## src/rtl/mem_access_unit.sv

```systemverilog
// RV32I MEM-stage data access over a req/gnt/rvalid word bus; returns extended load data.
// Latency: error 1, store 2+gnt wait, load 3+gnt/rvalid wait; stall holds the pipe until resp_valid.
module mem_access_unit #(
    parameter int TIMEOUT = 255
) (
    input  logic        clk,
    input  logic        rst,
    input  logic        req_valid,
    output logic        req_ready,
    input  logic        req_we,
    input  logic [3:0]  req_access,
    input  logic [31:0] req_addr,
    input  logic [31:0] req_wdata,
    output logic        resp_valid,
    output logic [31:0] resp_rdata,
    output logic        resp_err,
    output logic        stall,
    output logic        mem_req,
    output logic        mem_we,
    output logic [31:0] mem_addr,
    output logic [3:0]  mem_wmask,
    output logic [31:0] mem_wdata,
    input  logic        mem_gnt,
    input  logic        mem_rvalid,
    input  logic [31:0] mem_rdata
);

    typedef enum logic [1:0] {IDLE, ISSUE, WAIT, RESP} state_t;

    localparam int CW = $clog2(TIMEOUT + 2);
    localparam logic [CW-1:0] TO_LAST = CW'((TIMEOUT == 0) ? 0 : TIMEOUT - 1);

    state_t        state;
    logic [CW-1:0] to_cnt;
    logic [3:0]    acc_q;
    logic [1:0]    off_q;
    logic          legal;
    logic          misaligned;
    logic          timeout_hit;
    logic [3:0]    st_wmask;
    logic [31:0]   st_wdata;
    logic [31:0]   ld_data;
    logic [7:0]    ld_byte;
    logic [15:0]   ld_half;

    assign stall       = req_valid && !req_ready;
    assign timeout_hit = (TIMEOUT != 0) && (to_cnt == TO_LAST);

    always_comb begin
        if (req_we)
            legal = req_access inside {4'b1000, 4'b1001, 4'b1010};
        else
            legal = req_access inside {4'b0100, 4'b0101, 4'b0110, 4'b0000, 4'b0001};
        misaligned = 1'b0;
        st_wdata   = req_wdata;
        st_wmask   = 4'b0000;
        case (req_access[1:0])
            2'b00: begin
                st_wdata = {4{req_wdata[7:0]}};
                st_wmask = 4'b0001 << req_addr[1:0];
            end
            2'b01: begin
                misaligned = req_addr[0];
                st_wdata   = {2{req_wdata[15:0]}};
                st_wmask   = 4'b0011 << {req_addr[1], 1'b0};
            end
            default: begin
                misaligned = |req_addr[1:0];
                st_wmask   = 4'b1111;
            end
        endcase
        if (!req_we)
            st_wmask = 4'b0000;
    end

    // Lane selection uses the offset/code latched at accept, not the live request.
    always_comb begin
        ld_byte = mem_rdata[8*off_q +: 8];
        ld_half = off_q[1] ? mem_rdata[31:16] : mem_rdata[15:0];
        case (acc_q[1:0])
            2'b00:   ld_data = {{24{acc_q[2] & ld_byte[7]}}, ld_byte};
            2'b01:   ld_data = {{16{acc_q[2] & ld_half[15]}}, ld_half};
            default: ld_data = mem_rdata;
        endcase
    end

    always_ff @(posedge clk) begin
        if (rst) begin
            state      <= IDLE;
            req_ready  <= 1'b1;
            resp_valid <= 1'b0;
            resp_rdata <= '0;
            resp_err   <= 1'b0;
            mem_req    <= 1'b0;
            mem_we     <= 1'b0;
            mem_addr   <= '0;
            mem_wmask  <= '0;
            mem_wdata  <= '0;
            to_cnt     <= '0;
            acc_q      <= '0;
            off_q      <= '0;
        end else begin
            resp_valid <= 1'b0;
            case (state)
                IDLE: begin
                    if (req_valid) begin
                        acc_q     <= req_access;
                        off_q     <= req_addr[1:0];
                        req_ready <= 1'b0;
                        to_cnt    <= '0;
                        if (!legal || misaligned) begin
                            state      <= RESP;
                            resp_valid <= 1'b1;
                            resp_err   <= 1'b1;
                            resp_rdata <= '0;
                        end else begin
                            state     <= ISSUE;
                            mem_req   <= 1'b1;
                            mem_we    <= req_we;
                            mem_addr  <= {req_addr[31:2], 2'b00};
                            mem_wmask <= st_wmask;
                            mem_wdata <= st_wdata;
                        end
                    end
                end
                ISSUE: begin
                    to_cnt <= to_cnt + 1'b1;
                    if (mem_gnt) begin
                        mem_req <= 1'b0;
                        if (mem_we) begin
                            state      <= RESP;
                            resp_valid <= 1'b1;
                            resp_err   <= 1'b0;
                            resp_rdata <= '0;
                        end else if (timeout_hit) begin
                            // Load granted in its last budgeted cycle: no cycle left for rvalid.
                            state      <= RESP;
                            resp_valid <= 1'b1;
                            resp_err   <= 1'b1;
                            resp_rdata <= '0;
                        end else begin
                            state <= WAIT;
                        end
                    end else if (timeout_hit) begin
                        mem_req    <= 1'b0;
                        state      <= RESP;
                        resp_valid <= 1'b1;
                        resp_err   <= 1'b1;
                        resp_rdata <= '0;
                    end
                end
                WAIT: begin
                    to_cnt <= to_cnt + 1'b1;
                    if (mem_rvalid) begin
                        state      <= RESP;
                        resp_valid <= 1'b1;
                        resp_err   <= 1'b0;
                        resp_rdata <= ld_data;
                    end else if (timeout_hit) begin
                        state      <= RESP;
                        resp_valid <= 1'b1;
                        resp_err   <= 1'b1;
                        resp_rdata <= '0;
                    end
                end
                RESP: begin
                    state     <= IDLE;
                    req_ready <= 1'b1;
                end
                default: begin
                    state     <= IDLE;
                    req_ready <= 1'b1;
                    mem_req   <= 1'b0;
                end
            endcase
        end
    end

endmodule

```

## config.mk

```make
export PLATFORM = sky130hd
export DESIGN_NAME = mem_access_unit
export DESIGN_NICKNAME = d
export VERILOG_FILES = /design/src/rtl/mem_access_unit.sv
export SDC_FILE = /design/constraint.sdc
export NUM_CORES = 1
export LEC_CHECK = 0
export BUFFER_PORTS_ARGS = -buffer_cell sky130_fd_sc_hd__clkbuf_2
export CORE_MARGIN = 1.5
export CORE_UTILIZATION = 53
export CTS_CLUSTER_SIZE = 25
export DETAILED_ROUTE_END_ITERATION = 7
export GPL_TIMING_DRIVEN = 0
export MAX_ROUTING_LAYER = met4
export PLACE_DENSITY_LB_ADDON = 0.15
export SLEW_MARGIN = 15
export SYNTH_ARGS = -nofsm -noshare
export SYNTH_HDL_FRONTEND = slang
export SYNTH_SLANG_ARGS = --single-unit
```

## constraint.sdc

```tcl
create_clock -name clk -period 4.5 [get_ports clk]
set_input_delay 0.45 -clock clk [delete_from_list [all_inputs] [get_ports clk]]
set_output_delay 0.45 -clock clk [all_outputs]
set_load 0.005 [all_outputs]
```

==> flow_summary_export.csv <==
group,metric,value,unit
outcome,status,"finished clean",
timing,fin_crit,2270,ps
placed_design,dp_hpwl,12.6,mm
synthesis,ys_top_cells_by_area,"dfxtp_1 (42%), nand2_1 (10%), a21oi_1 (7.4%)",
clock_network,cts_hold_buf,0,
floorplanning,fp-row-count,37,
timing,max_freq,441,MHz
synthesis,synth_edf_count,0,
global_route,grt_start_max_net_pins,17,
finish,final_cell_mix,"clkbuf_2 (207), nand2_1 (159), dfxtp_1 (119), a21oi_1 (84), nor2_1 (41)",
synthesis,synth_warnings,0,
critical_path,cp.required,4950,ps
synthesis,netlist_area,5690,µm²
power_and_ir_drop,p_per_area,432,nW/µm²
route,wl_per_cell,15.8,µm
clock_network,clk_latency,530,ps
timing,worst_pin_slew,1060,ps
floorplanning,ioPinCount,212,
critical_path,critPathKind,"flop to flop",
route,firstDrtPassIters,7,
placed_design,pre_cts_ws,2290,ps
critical_path,endpoint,"mem_addr[29]$_SDFFE_PP0P_",
timing,setup_violations,0,
route,viasPerCell,5.63,
global_route,grt.overflow.total,0,
finish,fin_nets,1038,
critical_path,r2r_start,"state[1]$_SDFFE_PP0N_",
route,routed_wl,17.0,mm
critical_path,cp-end-kind,"flop",
synthesis,synth_flop_cell,"dfxtp_1",
timing,rsz0062_at_grt,"false",
timing,period_share,0.504,
power_and_ir_drop,leakagePower,0.00311,µW
clock_network,cts_tree,"done",
timing,slew_headroom,0.289,
route,ant_nets,0,
global_route,grt_pass1_vias,5658,
global_route,grt_pass1_wl,27.1,mm
clock_network,post-cts-setup-buffers,0,
timing,slew_viol_final,0,
finish,layout-drive-gt1-share,0.311,
placed_design,port_buffers,206,
route,drc,0,
finish,synthToLayoutAreaGrowth,32.3,%
synthesis,synth_cells,700,
clock_network,cts_resized,0,
clock_network,clk_pin_slew,60,ps
route,dr_total_vias,6057,
finish,diodes,0,
floorplanning,core_area,10400,µm²
placed_design,gp_congestion,0.931,
critical_path,cp-start-kind,"flop",
run,drv_cap,0,
synthesis,synth_top_area_frac,0.419,
clock_network,clk_path_buf_depth,2,
timing,fin_setup_tns,0,ps
global_route,grt_util_all_layers,0.310,
floorplanning,die_w,107,µm
route,drt_iter0_drc,321,
floorplanning,initial_core_util,0.548,
floorplanning,die_height,107,µm
finish,fillerInstances,849,
critical_path,cp_max_fo,10,
critical_path,critPathLaunch,"state[1]$_SDFFE_PP0N_",
synthesis,synth.distinct_cells,59,
finish,final_common_cell,"clkbuf_2",
timing,final-hold-violation-count,0,
power_and_ir_drop,ir_worst_vdd,0.000262,V
critical_path,rrSetupSlack,2230,ps
synthesis,seq_area_frac_synth,0.419,
synthesis,synth_largest_area_cell,"dfxtp_1",
synthesis,ys_ff_latch,119,
min_path,min_path_type,"primary input to flop",
floorplanning,floorplan.die_area,11400,µm²
global_route,antenna_found_initial,0,
critical_path,worstReg2RegEnd,"mem_addr[29]$_SDFFE_PP0P_",
timing,fin_skew,5.62,ps
clock_network,cts_buffers,17,
synthesis,synthArstFlopShare,0,
timing,setup_ws,2230,ps
clock_network,clock-root-buffer,"clkbuf_8",
clock_network,clock-sinks,119,
synthesis,synth_area_per_cell,8.12,µm²
critical_path,reg2reg_depth,9,
clock_network,htreeDepth,4,
critical_path,arrival,2720,ps
metal layers:
metal  GRT usage  routed length (µm)
met5           -                   0
met4       0.131                 607
met3      0.0681                1290
met2       0.505                8170
met1       0.371                6910
through the flow:
| stage | util | power (µW) | area [µm²] | instances | hold slack (ps) |
|---|---|---|---|---|---|
| after floorplan | - | 1610 | 5690 | 701 | 436 |
| after global placement | 0.665 | 1800 | 6890 | 1043 | 442 |
| after detailed placement | 0.665 | 1820 | 6890 | 1043 | 446 |
| after CTS | 0.725 | 3240 | 7520 | 1075 | 128 |
| after global routing | 0.725 | 3370 | 7520 | 1075 | 136 |
| final | 0.725 | 3250 | 7520 | 1075 | 135 |
synthesized netlist by cell type (all sizes together), types with 9 or more instances:
cell,instances
o21ai,35
a21oi,85
a211oi,11
clkbuf,29
nand2b,10
dfxtp,119
nand3,10
nor2,42
nand2,159
a311oi,9
buf,26
mux2i,20
o32ai,32
inv,37
how the worst min path moves through the flow:
stage / start / endpoint / depth (start not counted)
3_5_place_dp: mem_wmask[0]$_SDFFE_PP0P_ / mem_wmask[0]$_SDFFE_PP0P_ / 2
6_report: req_addr[13] / mem_addr[13]$_SDFFE_PP0P_ / 3
5_1_grt: req_addr[19] / mem_addr[19]$_SDFFE_PP0P_ / 3
4_1_cts: req_addr[13] / mem_addr[13]$_SDFFE_PP0P_ / 3
3_3_place_gp: mem_addr[16]$_SDFFE_PP0P_ / mem_addr[16]$_SDFFE_PP0P_ / 2
2_1_floorplan: acc_q[2]$_SDFFE_PP0P_ / acc_q[2]$_SDFFE_PP0P_ / 2
worst max-delay path: stages (launching register included):
cell and delay [ps]:
dfxtp_1 400, inv_1 80, ha_1 190, buf_2 180, and2_1 150, clkbuf_1 160, nand3_1 310, clkbuf_1 440
nand2_1 110, a21oi_1 180
final cells by class:
cell class	count	area, µm²	share of cell area
tap	136	170	0.0226
inverter	38	143	0.0190
clock buffer	21	459	0.0611
clock inverter	11	170	0.0226
timing repair buffer	206	1030	0.137
sequential	119	2380	0.317
multi-input combinational	489	2880	0.383
buffer	55	285	0.0379
sequential cells by signal, summed over array words and instances (netlist names):
register,flops
mem_wdata,32
resp_rdata,32
mem_addr,30
to_cnt,9
mem_wmask,4
acc_q,3
off_q,2
state,2
mem_req,1
mem_we,1
req_ready,1
resp_err,1
resp_valid,1
report_power, final:
part / internal, µW / leakage, µW / switching, µW
clock network: 944 / 0.000301 / 491
registers: 1110 / 0.000963 / 40.0
logic: 260 / 0.00184 / 402
kinds of logic (layout without fill, tap and decap cells):
| family | count (synthesis) | after routing | share of synthesized area |
|---|---|---|---|
| AO/OA/AOI/OAI | 198 | 198 | 0.248 |
| XOR/XNOR | 6 | 6 | 0.00924 |
| multiplexers | 22 | 22 | 0.0392 |
| adder cells (fa/ha/maj) | 6 | 6 | 0.0132 |
| AND/OR/NAND/NOR | 255 | 255 | 0.195 |
| flip-flops | 119 | 119 | 0.419 |
| other | 1 | 2 | 0.000659 |
| buffers and inverters | 93 | 331 | 0.0752 |
(Power assumes the default switching activity.)
